## src/rtl/shift_div_pkg.sv

```systemverilog
// Shared types and sizing helpers for the sequential restoring divider.
package shift_div_pkg;

  typedef enum logic [1:0] {IDLE, RUN, DONE} state_t;

  // Width needed to hold the iteration count N.
  function automatic int cnt_width(input int n);
    return $clog2(n + 1);
  endfunction

endpackage

```

## src/rtl/shift_div_step.sv

```systemverilog
// One restoring shift-subtract iteration, purely combinational.
module shift_div_step #(
  parameter int N = 4
) (
  input  logic [N:0]   rem,
  input  logic [N-1:0] quo,
  input  logic [N-1:0] dsr,
  output logic [N:0]   rem_nx,
  output logic [N-1:0] quo_nx
);

  logic [N+1:0] sh;
  logic [N+1:0] trial;

  // rem stays below dsr, so its top bit is always 0; the extra bit keeps the
  // subtraction sign in trial's MSB without a separate carry.
  assign sh    = {rem, quo[N-1]};
  assign trial = sh - {2'b00, dsr};

  always_comb begin
    quo_nx = {quo[N-2:0], ~trial[N+1]};
    rem_nx = trial[N+1] ? sh[N:0] : trial[N:0];
  end

endmodule

```

## src/rtl/shift_div.sv

```systemverilog
// Sequential restoring divider: N clocks per quotient, start/busy/done handshake.
module shift_div
  import shift_div_pkg::*;
#(
  parameter int N = 4
) (
  input  logic         clk,
  input  logic         rst_n,
  input  logic         start,
  input  logic [N-1:0] dividend,
  input  logic [N-1:0] divisor,
  output logic [N-1:0] quotient,
  output logic [N-1:0] remainder,
  output logic         busy,
  output logic         done,
  output logic         div_by_zero
);

  localparam int CW = cnt_width(N);

  state_t         state, state_nx;
  logic [N:0]     rem, rem_nx;
  logic [N-1:0]   quo, quo_nx, dsr;
  logic [CW-1:0]  cnt;
  logic           zero_pend;
  logic           accept, nz, last;

  // A divide-by-zero request spends one cycle in zero_pend before DONE; new
  // requests are held off during that cycle.
  assign accept = start && (state != RUN) && !zero_pend;
  assign nz     = |divisor;
  assign last   = (state == RUN) && (cnt == CW'(1));

  shift_div_step #(.N(N)) u_step (
    .rem    (rem),
    .quo    (quo),
    .dsr    (dsr),
    .rem_nx (rem_nx),
    .quo_nx (quo_nx)
  );

  always_ff @(posedge clk or negedge rst_n) begin
    if (!rst_n) state <= IDLE;
    else        state <= state_nx;
  end

  always_comb begin
    state_nx = state;
    case (state)
      IDLE:    if (zero_pend)        state_nx = DONE;
               else if (accept && nz) state_nx = RUN;
      RUN:     if (last)             state_nx = DONE;
      DONE:    state_nx = (accept && nz) ? RUN : IDLE;
      default: state_nx = IDLE;
    endcase
  end

  always_comb begin
    busy = (state == RUN);
    done = (state == DONE);
  end

  always_ff @(posedge clk or negedge rst_n) begin
    if (!rst_n) begin
      rem         <= '0;
      quo         <= '0;
      dsr         <= '0;
      cnt         <= '0;
      zero_pend   <= 1'b0;
      quotient    <= '0;
      remainder   <= '0;
      div_by_zero <= 1'b0;
    end else begin
      if (accept) begin
        quo <= dividend;
        if (nz) begin
          rem <= '0;
          dsr <= divisor;
          cnt <= CW'(N);
        end else begin
          zero_pend <= 1'b1;
        end
      end
      if (zero_pend) begin
        zero_pend   <= 1'b0;
        quotient    <= '1;
        remainder   <= quo;
        div_by_zero <= 1'b1;
      end
      if (state == RUN) begin
        rem <= rem_nx;
        quo <= quo_nx;
        cnt <= cnt - CW'(1);
        if (last) begin
          quotient    <= quo_nx;
          remainder   <= rem_nx[N-1:0];
          div_by_zero <= 1'b0;
        end
      end
    end
  end

endmodule

```

## config.mk

```make
export PLATFORM = sky130hd
export DESIGN_NAME = shift_div
export DESIGN_NICKNAME = d
export VERILOG_FILES = /design/src/rtl/shift_div_pkg.sv /design/src/rtl/shift_div_step.sv /design/src/rtl/shift_div.sv
export SDC_FILE = /design/constraint.sdc
export NUM_CORES = 1
export LEC_CHECK = 0
export CAP_MARGIN = 20
export CORE_MARGIN = 2
export CORE_UTILIZATION = 50
export CTS_CLUSTER_DIAMETER = 80
export DETAILED_ROUTE_END_ITERATION = 8
export GPL_ROUTABILITY_DRIVEN = 0
export PLACE_DENSITY = 0.81
export SLEW_MARGIN = 0
export SYNTH_ARGS = -nofsm -noshare
export SYNTH_HDL_FRONTEND = slang
export SYNTH_SLANG_ARGS = --single-unit
```

## constraint.sdc

```tcl
create_clock -name clk -period 3.3 [get_ports clk]
set_input_delay 0.33 -clock clk [delete_from_list [all_inputs] [get_ports clk]]
set_output_delay 0.33 -clock clk [all_outputs]
set_load 0.05 [all_outputs]
```

* Word level (Yosys, flattened, before mapping) *
Index checks and enable logic that the tools add are counted.

word-level totals
  flip-flop bits (word level) = 28
  latch bits = 0
  bits in writable memories = 0
  memory bits (read-only) = 0
  input bits = 11
  output and inout bits = 11
  memories kept = 0

operators by class
  add/subtract/negate cells = 2
  multipliers = 0
  div/mod/pow operators = 0
  $lt $le $gt $ge = 0
  equality and inequality tests = 6
  shift operators = 0
  muxes and demuxes = 26
  bitwise gates (word level) = 1
  reductions and logical operators = 12

operators with widths
  cell                 number
  $mux 4               8
  $mux 5               4
  $mux 3               3
  $mux 1               7
  $mux 2               3
  $pmux 2 s3           1
  $reduce_and 2->1     3
  $sub 6x4->6          1
  $logic_and 1x1->1    4
  $ne 2x1->1 const B   2
  $reduce_bool 2->1    2
  $reduce_or 4->1      1
  $eq 3x1->1 const B   1
  $ne 3x3->1 const B   1
  $sub 3x1->3 const B  1
  $eq 2x1->1 const B   1
  $eq 2x2->1 const B   1
  $logic_not 2->1      1
  $logic_not 1->1      1
  $not 1->1            1

* Logic depth before layout (Yosys ltp) *
  word-level depth = 7
  depth in mapped cells = 9

* Modules after synthesis *
A second synthesis with hierarchy kept.

second synthesis, totals
  cell total of the unflattened synthesis = 156
  area total of the unflattened synthesis = 1531.5 um2

by module, submodules not included
  module          instances  cells an instance  area an instance (um2)
  shift_div       1          115                1239.9
  shift_div_step  1          41                 291.5

* Worst setup path after synthesis *
OpenSTA, ideal clock, no wires.

  path type = register to register
  start = reg quo[3]
  end = reg rem[4]
  library setup time = 0.131 ns
  arrival time = 1.778 ns
  required time = 3.169 ns
  setup slack = 1.391 ns
  stages on the path, launching flop included = 10
  cell sequence = dfrtp_1 > inv_1 > ha_1 > inv_1 > fa_1 > a21o_1 > a21o_1 > nand3_1 > o21ai_0 > or3_1

between the ends
  longest elaborated chain between the ends = 3

ends and longest elaborated chain
  what                    RTL line              text
  start, declared         shift_div.sv:23       logic [N-1:0] quo, quo_nx, dsr;
  start signal, assigned  shift_div.sv:75       quo <= dividend;
  start signal, assigned  shift_div.sv:92       quo <= quo_nx;
  $sub 6x4->6             shift_div_step.sv:18  assign trial = sh - {2'b00, dsr};
  $mux 5                  shift_div_step.sv:22  rem_nx = trial[N+1] ? sh[N:0] : trial[N:0];
  $mux 5                  shift_div.sv:90       if (state == RUN) begin
  end signal, assigned    shift_div.sv:91       rem <= rem_nx;
  end, declared           shift_div.sv:22       logic [N:0] rem, rem_nx;

Every way passes these cells.
A chain may end at the register's enable or synchronous reset.

* Final worst setup path *
  start = reg state[1]
  end = out busy

between the ends
  longest elaborated chain between the ends = 1

ends and longest elaborated chain
  what                    RTL line         text
  start, declared         shift_div.sv:21  state_t state, state_nx;
  start signal, assigned  shift_div.sv:44  else state <= state_nx;
  $eq 2x1->1              shift_div.sv:59  busy = (state == RUN);
  end, declared           shift_div.sv:14  output logic busy,

Every way passes these cells.

==> out/metrics.cfg <==
[status]
status=completed

[drt]
num_vias=1168
totalWireLength_um=3060
dr.pass1.iters=4
ant_nets=0
via_per_inst=5.75
first_iter_violations=41
post_drt_wl_per_cell_um=15.1
route.detailed.drc=0

[clocking]
htreeDepth=1
cts.hold.buffers_added=0
clock-sinks=28
cts.clk_slew.worst_paths_ns=0.15
cts_resized=0
cts_root_buf=clkbuf_4
tritoncts=built
clkLatencyLatePin_ns=0.32
post_cts_buffers=0
cts_buffer_depth=2
cts_buffers=3

[worst_setup_path]
r2r_cells=9
worstSetupEndpointType=primary output
r2r_slack_ns=1.18
critPathSlowestCell=clkdlybuf4s50_1
crit_family=buffers and inverters
crit_type=flip-flop to primary output
cp_data_arrival_time_ns=2.30
path_buf_inv=2
endpoint=busy
cp.depth=3
r2r-start=quo[3]$_DFFE_PN0P_
worstPathMaxFanout=16
path_cells=nand2b_1 > inv_2 > clkdlybuf4s50_1
startpoint=state[1]$_DFFE_PN0P_
critPathLaunchType=flip-flop
cp_slowest_stage_delay_ns=0.85
worstPathRequired_ns=2.97
rr_endpoint=rem[4]$_DFFE_PN0P_

[final_layout]
area_delta_synth_final_pct=17.8
final_common_cell=dfrtp_1
final_cell_mix=28 x dfrtp_1, 21 x clkdlybuf4s50_1, 17 x nand2_1, 17 x o21ai_0
drive_above_1_share_pct=8.72
n_antenna_cell=0
multi_input_area_um2=728
regArea_um2=701
finalNetCount=191
fill_cells=237
utilization_pct=62.8

[synth]
seq_area_frac_synth_pct=46.8
synthCells=152
ys_ff_latch=28
synthDominantCellAreaShare_pct=46.8
yosysTopAreaCell=dfrtp_1
yosys_warnings=0
synth_nets=170
synth.area.top_cells=dfrtp_1 47%, o21ai_0 5.7%, mux2i_1 5.4%
synth_area_mm2=0.00150
yosysUniqueCellTypes=38
synth_area_per_cell_um2=9.84

[timing]
rsz0062_at_grt=no
finalSetupTns_ns=0
finClkSkew_ns=0.00730
worst_pin_slew_ns=0.535
finalCritPeriodShare_pct=79.6
hold_viol_final=0
holdWs_ns=0.356
setup_slack_ns=0.672
period_minus_slack_ns=2.63
slew_violations=0
setup_violations=0
fmax_ghz=0.381
max-slew-margin-rel_pct=64.3

[job]
maxCapViolCount=0

[floorplanning]
die_w_um=58.7
die-area_mm2=0.00345
fp.coreArea_mm2=0.00281
die_h_um=58.7
rows=19
io_pins=22
start_util_pct=53.3

[placement]
dpl.hpwl_um=2290
post-place-ws_ns=1.05
io_buffers=21

[grt]
track_usage_pct=19.9
grt_use_met1_pct=28.4
grt.busiest_layer=met2
antenna_found_initial=0
grt_pass1_vias=1127
grt_use_met2_pct=31.8
grt_pass1_wl_um=5270
grt_max_degree=29
use_met3_pct=2.42
gr-total-overflow=0

[hold_path]
min_path_type=input pin to async pin

[worst min path at each step]
stage | cells after the start | endpoint | from
after floorplan | 0 | cnt[0]$_DFFE_PN0P_ | rst_n
after global placement | 1 | state[1]$_DFFE_PN0P_ | state[1]$_DFFE_PN0P_
after detailed placement | 1 | state[1]$_DFFE_PN0P_ | state[1]$_DFFE_PN0P_
after CTS | 2 | quotient[0]$_DFF_PN0_ | rst_n
after global routing | 2 | quo[1]$_DFFE_PN0P_ | rst_n
final | 2 | quo[2]$_DFFE_PN0P_ | rst_n
[Yosys cell counts]
| master | instances |
|---|---|
| dfrtp_1 | 28 |
| nand2_1 | 17 |
| o21ai_0 | 17 |
| inv_1 | 8 |
| mux2i_1 | 8 |
| nand3_1 | 8 |
| nor2_1 | 8 |
| nor2b_1 | 7 |
| a21oi_1 | 6 |
| ha_1 | 6 |
| a211oi_1 | 3 |
| clkbuf_1 | 3 |
| nor3_1 | 3 |
| a21o_1 | 2 |
| and2_1 | 2 |
| buf_2 | 2 |
| nand2b_1 | 2 |
| xor2_1 | 2 |
| a211o_1 | 1 |
| a21oi_2 | 1 |
| a221oi_1 | 1 |
| and3_2 | 1 |
| buf_4 | 1 |
| clkbuf_2 | 1 |
| fa_1 | 1 |
| inv_2 | 1 |
| mux2_4 | 1 |
| nand2_4 | 1 |
| nor3b_2 | 1 |
| nor4_1 | 1 |
| nor4b_1 | 1 |
| o2111ai_1 | 1 |
| o2111ai_4 | 1 |
| o21ai_2 | 1 |
| o32ai_1 | 1 |
| or3_1 | 1 |
| or3_4 | 1 |
| or4_1 | 1 |
[registers in the layout, indices dropped and copies added, names as in the netlist]
signal,flops
remainder,4
zero_pend,1
cnt,3
state,2
quotient,4
dsr,4
rem,5
quo,4
div_by_zero,1
[final cells by class]
class / count / share of cell area [%]
Clock buffer: 4 / 2.06
Inverter: 9 / 1.92
Multi-Input combinational cell: 108 / 41.3
Sequential cell: 28 / 39.7
Tap cell: 31 / 2.20
Timing Repair Buffer: 23 / 12.8
[routing by layer]
metal	share of wire, %	vias to the layer above
met5	0	-
met4	2.2	0
met3	2.7	8
met2	50	26
met1	46	563
li1	-	571
[cell families (layout without fill, tap and decap cells)]
family / after synthesis / after routing / synth area share, %
xor+xnor: 2 / 2 / 1.17
mux: 9 / 9 / 6.35
flops: 28 / 28 / 46.8
compound gates: 35 / 35 / 15.5
fa+ha+maj: 7 / 7 / 6.35
buf+inv: 16 / 36 / 4.51
simple gates: 55 / 55 / 19.3
[stage by stage]
stage / cells / instance area [um^2]
floorplan: 152 / 1500
global placement: 199 / 1730
detailed placement: 199 / 1730
CTS: 203 / 1760
global route: 203 / 1760
finish: 203 / 1760
Power is not shown: default switching activity piles up to over one toggle a cycle in this logic, so the estimate is an artifact.
